**src/rtl/instr_ram_arbiter_if.sv**
```systemverilog
// Bus bundle between the two instruction-memory masters, the arbiter and the memory.
// slave: the arbiter's view; master: the surrounding environment's view.
interface instr_ram_arbiter_if #(
  parameter int unsigned ADDR_WIDTH = 16,
  parameter int unsigned DATA_WIDTH = 32
);
  localparam int unsigned BE_WIDTH = DATA_WIDTH / 8;

  logic                  m0_req;
  logic [ADDR_WIDTH-1:0] m0_addr;
  logic                  m0_gnt;
  logic                  m0_rvalid;
  logic [DATA_WIDTH-1:0] m0_rdata;

  logic                  m1_req;
  logic                  m1_we;
  logic [BE_WIDTH-1:0]   m1_be;
  logic [ADDR_WIDTH-1:0] m1_addr;
  logic [DATA_WIDTH-1:0] m1_wdata;
  logic                  m1_gnt;
  logic                  m1_rvalid;
  logic [DATA_WIDTH-1:0] m1_rdata;
  logic                  m1_err;

  logic                  ram_en;
  logic [ADDR_WIDTH-1:0] ram_addr;
  logic [DATA_WIDTH-1:0] ram_wdata;
  logic                  ram_we;
  logic [BE_WIDTH-1:0]   ram_be;
  logic [DATA_WIDTH-1:0] ram_rdata;

  modport slave (
    input  m0_req, m0_addr,
    output m0_gnt, m0_rvalid, m0_rdata,
    input  m1_req, m1_we, m1_be, m1_addr, m1_wdata,
    output m1_gnt, m1_rvalid, m1_rdata, m1_err,
    output ram_en, ram_addr, ram_wdata, ram_we, ram_be,
    input  ram_rdata
  );

  modport master (
    output m0_req, m0_addr,
    input  m0_gnt, m0_rvalid, m0_rdata,
    output m1_req, m1_we, m1_be, m1_addr, m1_wdata,
    input  m1_gnt, m1_rvalid, m1_rdata, m1_err,
    input  ram_en, ram_addr, ram_wdata, ram_we, ram_be,
    output ram_rdata
  );
endinterface

```
**src/rtl/instr_ram_arbiter.sv**
```systemverilog
// Fixed-priority arbiter (fetch first, loader protected from starvation) for the shared
// single-port instruction RAM / boot ROM, with response routing and boot-ROM write protection.
module instr_ram_arbiter #(
  parameter int unsigned ADDR_WIDTH   = 16,
  parameter int unsigned DATA_WIDTH   = 32,
  parameter int unsigned STARVE_LIMIT = 4
) (
  input logic                clk,
  input logic                rst_n,
  instr_ram_arbiter_if.slave bus
);
  localparam int unsigned BE_WIDTH  = DATA_WIDTH / 8;
  localparam int unsigned CNT_WIDTH = $clog2(STARVE_LIMIT + 1);

  logic [CNT_WIDTH-1:0] starve_cnt;
  logic                 starve_full;
  logic                 m0_win;
  logic                 m1_win;
  logic                 rom_write;
  logic                 rsp_valid_q;
  logic                 rsp_owner_q;
  logic                 rsp_err_q;

  // Loader wins when fetch is idle or the loader has waited STARVE_LIMIT cycles.
  assign starve_full = (starve_cnt == CNT_WIDTH'(STARVE_LIMIT));
  assign m1_win      = bus.m1_req & (~bus.m0_req | starve_full);
  assign m0_win      = bus.m0_req & ~m1_win;
  assign rom_write   = m1_win & bus.m1_we & bus.m1_addr[ADDR_WIDTH-1];

  assign bus.m0_gnt  = m0_win;
  assign bus.m1_gnt  = m1_win;

  // Memory drive; a boot-ROM write is accepted but never reaches the memory.
  always_comb begin
    bus.ram_en    = 1'b0;
    bus.ram_we    = 1'b0;
    bus.ram_addr  = '0;
    bus.ram_wdata = '0;
    bus.ram_be    = '0;
    if (m1_win) begin
      bus.ram_en    = ~rom_write;
      bus.ram_we    = bus.m1_we & ~rom_write;
      bus.ram_addr  = bus.m1_addr;
      bus.ram_wdata = bus.m1_wdata;
      bus.ram_be    = bus.m1_be;
    end else if (m0_win) begin
      bus.ram_en    = 1'b1;
      bus.ram_addr  = bus.m0_addr;
      bus.ram_be    = {BE_WIDTH{1'b1}};
    end
  end

  always_ff @(posedge clk or negedge rst_n) begin
    if (!rst_n) begin
      starve_cnt <= '0;
    end else if (bus.m1_req && !m1_win) begin
      if (!starve_full) starve_cnt <= starve_cnt + CNT_WIDTH'(1);
    end else begin
      starve_cnt <= '0;
    end
  end

  // One outstanding response per cycle, returned exactly one cycle after the grant.
  always_ff @(posedge clk or negedge rst_n) begin
    if (!rst_n) begin
      rsp_valid_q <= 1'b0;
      rsp_owner_q <= 1'b0;
      rsp_err_q   <= 1'b0;
    end else begin
      rsp_valid_q <= m0_win | m1_win;
      rsp_owner_q <= m1_win;
      rsp_err_q   <= rom_write;
    end
  end

  assign bus.m0_rvalid = rsp_valid_q & ~rsp_owner_q;
  assign bus.m1_rvalid = rsp_valid_q & rsp_owner_q;
  assign bus.m1_err    = rsp_valid_q & rsp_owner_q & rsp_err_q;
  assign bus.m0_rdata  = bus.ram_rdata;
  assign bus.m1_rdata  = bus.ram_rdata;

endmodule
```
**src/flat_wrapper.sv**
```systemverilog
// flat-port wrapper written by rule: the top's interface ports become plain ports
module instr_ram_arbiter_flat 
#(
  parameter int unsigned ADDR_WIDTH   = 16,
  parameter int unsigned DATA_WIDTH   = 32,
  parameter int unsigned STARVE_LIMIT = 4
)
  (clk, rst_n, bus_m0_req, bus_m0_addr, bus_m0_gnt, bus_m0_rvalid, bus_m0_rdata, bus_m1_req, bus_m1_we, bus_m1_be, bus_m1_addr, bus_m1_wdata, bus_m1_gnt, bus_m1_rvalid, bus_m1_rdata, bus_m1_err, bus_ram_en, bus_ram_addr, bus_ram_wdata, bus_ram_we, bus_ram_be, bus_ram_rdata);
  instr_ram_arbiter_if #(.ADDR_WIDTH(ADDR_WIDTH), .DATA_WIDTH(DATA_WIDTH)) bus_i ();
  input logic clk;
  input logic rst_n;
  input wire logic [$bits(bus_i.m0_req)-1:0] bus_m0_req;
  input wire logic [$bits(bus_i.m0_addr)-1:0] bus_m0_addr;
  output wire logic [$bits(bus_i.m0_gnt)-1:0] bus_m0_gnt;
  output wire logic [$bits(bus_i.m0_rvalid)-1:0] bus_m0_rvalid;
  output wire logic [$bits(bus_i.m0_rdata)-1:0] bus_m0_rdata;
  input wire logic [$bits(bus_i.m1_req)-1:0] bus_m1_req;
  input wire logic [$bits(bus_i.m1_we)-1:0] bus_m1_we;
  input wire logic [$bits(bus_i.m1_be)-1:0] bus_m1_be;
  input wire logic [$bits(bus_i.m1_addr)-1:0] bus_m1_addr;
  input wire logic [$bits(bus_i.m1_wdata)-1:0] bus_m1_wdata;
  output wire logic [$bits(bus_i.m1_gnt)-1:0] bus_m1_gnt;
  output wire logic [$bits(bus_i.m1_rvalid)-1:0] bus_m1_rvalid;
  output wire logic [$bits(bus_i.m1_rdata)-1:0] bus_m1_rdata;
  output wire logic [$bits(bus_i.m1_err)-1:0] bus_m1_err;
  output wire logic [$bits(bus_i.ram_en)-1:0] bus_ram_en;
  output wire logic [$bits(bus_i.ram_addr)-1:0] bus_ram_addr;
  output wire logic [$bits(bus_i.ram_wdata)-1:0] bus_ram_wdata;
  output wire logic [$bits(bus_i.ram_we)-1:0] bus_ram_we;
  output wire logic [$bits(bus_i.ram_be)-1:0] bus_ram_be;
  input wire logic [$bits(bus_i.ram_rdata)-1:0] bus_ram_rdata;
  assign bus_i.m0_req = bus_m0_req;
  assign bus_i.m0_addr = bus_m0_addr;
  assign bus_m0_gnt = bus_i.m0_gnt;
  assign bus_m0_rvalid = bus_i.m0_rvalid;
  assign bus_m0_rdata = bus_i.m0_rdata;
  assign bus_i.m1_req = bus_m1_req;
  assign bus_i.m1_we = bus_m1_we;
  assign bus_i.m1_be = bus_m1_be;
  assign bus_i.m1_addr = bus_m1_addr;
  assign bus_i.m1_wdata = bus_m1_wdata;
  assign bus_m1_gnt = bus_i.m1_gnt;
  assign bus_m1_rvalid = bus_i.m1_rvalid;
  assign bus_m1_rdata = bus_i.m1_rdata;
  assign bus_m1_err = bus_i.m1_err;
  assign bus_ram_en = bus_i.ram_en;
  assign bus_ram_addr = bus_i.ram_addr;
  assign bus_ram_wdata = bus_i.ram_wdata;
  assign bus_ram_we = bus_i.ram_we;
  assign bus_ram_be = bus_i.ram_be;
  assign bus_i.ram_rdata = bus_ram_rdata;
  instr_ram_arbiter #(.ADDR_WIDTH(ADDR_WIDTH), .DATA_WIDTH(DATA_WIDTH), .STARVE_LIMIT(STARVE_LIMIT)) u_core (.clk(clk), .rst_n(rst_n), .bus(bus_i));
endmodule
```
**config.mk**
```make
export PLATFORM = sky130hd
export DESIGN_NAME = instr_ram_arbiter_flat
export DESIGN_NICKNAME = d
export VERILOG_FILES = /design/src/rtl/instr_ram_arbiter_if.sv /design/src/rtl/instr_ram_arbiter.sv /design/src/flat_wrapper.sv
export SDC_FILE = /design/constraint.sdc
export NUM_CORES = 1
export LEC_CHECK = 0
export CAP_MARGIN = 30
export CORE_MARGIN = 5
export CORE_UTILIZATION = 22
export DETAILED_ROUTE_END_ITERATION = 6
export PLACE_DENSITY = 0.84
export SLEW_MARGIN = 20
export SYNTH_ARGS = -nofsm -noshare
export SYNTH_HDL_FRONTEND = slang
export SYNTH_SLANG_ARGS = --single-unit
```
**constraint.sdc**
```tcl
create_clock -name clk -period 1.59 [get_ports clk]
set_input_delay 0.159 -clock clk [delete_from_list [all_inputs] [get_ports clk]]
set_output_delay 0.159 -clock clk [all_outputs]
set_load 0.05 [all_outputs]
```
---- After elaboration in Yosys (flattened, before gate mapping) ----
Index checks and enable logic that the tools add are counted.
operators by class
  equality and inequality tests ........... 2
  reductions and logical operators ........ 2
  muxes and demuxes ....................... 10
  bitwise gates (word level) .............. 14
  $add $sub $neg .......................... 1
operators with widths
  cell                                         number
  2-to-1 mux 16 bit                            2
  2-to-1 mux 32 bit                            1
  bitwise AND 1 bit                            8
  2-to-1 mux 4 bit                             2
  2-to-1 mux 3 bit                             2
  NOT 1 bit                                    4
  adder 3 x 1 -> 3 bit, second input constant  1
  == test 3 bit, second input constant         1
  2-to-1 mux 1 bit                             3
  != test 2 bit, second input constant         1
  OR 1 bit                                     2
  logical AND 1 bit                            1
  zero test 1 bit                              1
word-level totals
  logic and storage cells ................. 33
  register bits after elaboration ......... 6
  output and inout bits ................... 123
  bits of input ports ..................... 105

---- Logic depth before layout (Yosys ltp) ----
  word-level depth ........................ 8
  gate-level depth with buffers ........... 5
  gate-level depth less buffers ........... 4

---- Worst setup path after synthesis ----
OpenSTA, ideal clock, no wires.
  path kind ............................... flip-flop to output port
  start ................................... register u_core.starve_cnt[0]
  end ..................................... output port bus_ram_we
  buffers on the path ..................... 0
  required time ........................... 1.431 ns
  arrival ................................. 2.442 ns
  setup slack ............................. -1.011 ns
  cell stages (with the launch flop) ...... 5
  cells stage by stage .................... dfrtp_1 > inv_1 > ha_1 > a21boi_4 > nor4b_1
between the ends
  word-level cells in the longest chain between the ends .. 8
ends and longest elaborated chain
  item                            RTL line                 text
  from (decl)                     instr_ram_arbiter.sv:15  logic [CNT_WIDTH-1:0] starve_cnt;
  from (signal assigned)          instr_ram_arbiter.sv:57  if (!starve_full) starve_cnt <= starve_cnt + CNT_WIDTH'(1);
  == test 3 bit *                 instr_ram_arbiter.sv:25  assign starve_full = (starve_cnt == CNT_WIDTH'(STARVE_LIMIT));
  OR 1 bit *                      instr_ram_arbiter.sv:26  assign m1_win = bus.m1_req & (~bus.m0_req | starve_full);
  bitwise AND 1 bit *             instr_ram_arbiter.sv:26
  bitwise AND 1 bit (2 in a row)  instr_ram_arbiter.sv:28  assign rom_write = m1_win & bus.m1_we & bus.m1_addr[ADDR_WIDTH-1];
  NOT 1 bit                       instr_ram_arbiter.sv:42  bus.ram_we = bus.m1_we & ~rom_write;
  bitwise AND 1 bit               instr_ram_arbiter.sv:42
  2-to-1 mux 1 bit *              instr_ram_arbiter.sv:40  if (m1_win) begin
  to (decl)                       flat_wrapper.sv:29       output wire logic [$bits(bus_i.ram_we)-1:0] bus_ram_we;
Mark *: on every way between the ends. The rest lies on a longest branch, timed or not.

---- Worst setup path in the final report ----
  start ................................... register u_core.starve_cnt[1]
  end ..................................... output port bus_ram_addr[1]
between the ends
  word-level cells in the longest chain between the ends .. 7
ends and longest elaborated chain
  item                 RTL line                 text
  == test 3 bit *      instr_ram_arbiter.sv:25
  OR 1 bit *           instr_ram_arbiter.sv:26
  bitwise AND 1 bit *  instr_ram_arbiter.sv:26
  NOT 1 bit            instr_ram_arbiter.sv:27  assign m0_win = bus.m0_req & ~m1_win;
  bitwise AND 1 bit    instr_ram_arbiter.sv:27
  2-to-1 mux 16 bit    instr_ram_arbiter.sv:46  end else if (m0_win) begin
  2-to-1 mux 16 bit *  instr_ram_arbiter.sv:40
  to (decl)            flat_wrapper.sv:27       output wire logic [$bits(bus_i.ram_addr)-1:0] bus_ram_addr;
Marked as above.

==> flow_metrics.py <==
metrics = {
    "run_status": {
        "status": "complete, but fails checks",
        "violations": "setup timing",
    },
    "die": {
        "fp.dieH_um": 88.66,
        "die_w_um": 88.66,
        "core_area_um2": 5956,
        "initial_utilization_pct": 22.86,
        "io_pins": 228,
        "dieArea_um2": 7861,
        "row_count": 28,
    },
    "timing": {
        "slew_headroom_pct": 79.59,
        "rsz0062_at_grt": "yes",
        "finalClockSkew_ns": 0.0003355,
        "min_period_ns": 1.737,
        "maxSlewViolCount": 0,
        "setup_viol": 56,
        "worst_pin_slew_ns": 0.3062,
        "post-route-period-util_pct": 109.3,
        "max_freq_mhz": 575.6,
        "fin_ws_ns": -0.1473,
        "finalHoldViolations": 0,
    },
    "pwr": {
        "peakVddDrop_mv": 0.3562,
        "total_power_w": 0.001435,
        "power.density_nw_per_um2": 441.0,
        "leakage_nw": 1.356,
    },
    "cts": {
        "cts.sinks": 6,
        "clkTransAtPathRegs_ns": 0.03,
        "htreeDepth": 1,
        "postCtsHoldBufs": 0,
        "clock_latency_ns": 0.21,
        "cts.path.max_buffers": 2,
        "cts-root-buf": "clkbuf_8",
        "cts_tree": "built",
        "cts_made_buffers": 3,
    },
    "synthesis": {
        "synth_enable_flop_cells": 0,
        "synth-seq-area-share_pct": 11.03,
        "synth_ff_type": "dfrtp_1",
        "postSynthCellCount": 198,
        "ys_types": 23,
        "yosys_warnings": 0,
        "netlist_area_um2": 1361,
        "yosys.area_share.xor_xnor_pct": 0,
        "synth-simple-area-share_pct": 29.96,
        "synth_seq_cells": 6,
        "async_reset_ff_share_pct": 100.0,
        "syn_avg_cell_area_um2": 6.875,
        "synth_compound_area_share_pct": 13.05,
        "synth.top_cell.area_share_pct": 36.40,
        "synth-adder-area-share_pct": 1.838,
        "syn_nets": 305,
        "synth_top_family_by_area": "buffers and inverters",
        "muxShareOfSynthArea_pct": 0,
        "ys_top_cells_by_area": "buf_4 (36%), and3_1 (16%), dfrtp_1 (11%)",
        "yosys.area.top_type": "buf_4",
    },
    "detailed_routing": {
        "post_drt_wl_per_cell_um": 17.41,
        "drc": 0,
        "finalWirelength_mm": 6.059,
        "vias": 1613,
        "vias_per_cell": 4.635,
        "ant_nets": 0,
        "drt-initial-drc-count": 38,
        "dr.pass1.iters": 4,
    },
    "finish": {
        "final_util_pct": 54.62,
        "num_antenna_cells": 0,
        "nets": 382,
        "area_delta_synth_final_pct": 139.0,
        "drive_above_1_share_pct": 46.52,
        "layout_common_cells": "clkdlybuf4s50_1 (70), buf_12 (42), nand2_1 (39), buf_6 (21)",
        "final_common_cell": "clkdlybuf4s50_1",
    },
    "critical_path": {
        "ff2ff_setup_slack_ns": 0.18,
        "worstPathCellList": "inv_2, ha_4, and3_4, buf_6, buf_6, o22ai_4, buf_8",
        "worstPathMaxFanout": 4,
        "path_class": "flop to output port",
        "endpoint_kind": "output port",
        "cp_common_cell": "buf_6",
        "slowest_stage": "dfrtp_1",
        "cp_slowest_stage_delay_ns": 0.38,
        "crit_buf_inv": 4,
        "crit_arrival_ns": 1.58,
        "cp_top_family": "buffers and inverters",
        "worstSetupStartpointType": "flop",
        "required_ns": 1.43,
    },
    "flow_run": {
        "maxCapViolations": 0,
    },
    "global_routing": {
        "grtUsageTotal_pct": 14.57,
        "grt_antenna_before_repair": 0,
        "overflow": 0,
        "grt_pass1_vias": 1744,
        "grt_pass1_wl_mm": 8.949,
        "grt_start_max_net_pins": 36,
    },
    "placed_design": {
        "dp_slack_ns": -0.1646,
        "hpwl_mm": 4.722,
        "gp_congestion": 0.6958,
        "io_buffers": 131,
    },
    "min_path": {
        "hp-class": "primary input to async pin",
    },
}
## routing by layer
metal | GRT usage [%] | routed length [µm]
met1 | 15.07 | 2062
met2 | 28.68 | 3464
met3 | 3.445 | 453
met4 | 4.121 | 78
met5 | 0 | 0
## metrics by stage
step / hold WS [ns] / setup TNS (ns) / cell area [µm²] / instances
2_1_floorplan: -0.1366 / -0.6050 / 1659 / 198
3_3_place_gp: 0.3185 / -2.644 / 2918 / 337
3_5_place_dp: 0.3185 / -4.449 / 2918 / 337
4_1_cts: 0.1967 / -5.239 / 3136 / 346
5_1_grt: 0.2160 / -8.473 / 3253 / 348
6_report: 0.1917 / -4.720 / 3253 / 348
## cell usage after synthesis (all sizes together), types with 2 or more instances
cell type  instances
inv                5
and3              34
buf               74
nor2               2
clkbuf             4
dfrtp              6
o21ai              4
o22ai             16
nand2             39
a211oi             2
ha                 2
## sequential cells by signal (all words and copies together) (netlist names)
register	count
u_core.rsp_owner_q	1
u_core.rsp_err_q	1
u_core.rsp_valid_q	1
u_core.starve_cnt	3
## cell type report
class	instances	area [µm²]
tap	75	93.84
inverter	5	18.77
fill	520	2703
clock buffer	3	41.29
sequential	6	151.4
timing repair buffer	148	1917
multi-input combinational	111	1031
## timing repair
action	in CTS	in global routing
pin swaps	5	11
setup buffers	4	1
setup endpoints to repair	56	56
cloned	2	1
gates resized for setup	30	18
## final timing paths
check / from / endpoint / cells past startpoint
setup / recovery: u_core.starve_cnt[1] / bus_ram_addr[1] / 7
hold / removal: rst_n / u_core.starve_cnt[0] / 1
setup reg to reg: u_core.starve_cnt[1] / u_core.starve_cnt[2] / 6
hold reg to reg: u_core.starve_cnt[0] / u_core.starve_cnt[0] / 2
max in group asynchronous: rst_n / u_core.starve_cnt[2] / 1
min in group clk: bus_ram_rdata[11] / bus_m0_rdata[11] / 0
## cell families (layout without fill, tap and decap cells)
family / count (synthesis) / in the layout
buffers and inverters: 83 / 156
AND/OR/NAND/NOR: 81 / 81
AO/OA/AOI/OAI: 26 / 28
flip-flops: 6 / 6
adder cells (fa/ha/maj): 2 / 2
## power by group
part | switching (W) | total, W | internal (W) | leakage [nW]
logic | 0.000528 | 0.00105 | 0.000526 | 1.26
clock network | 0.0000559 | 0.000218 | 0.000162 | 0.0216
registers | 0.00000365 | 0.000163 | 0.000159 | 0.0760
total | 0.000587 | 0.00143 | 0.000847 | 1.36
(Power assumes the default switching activity.)
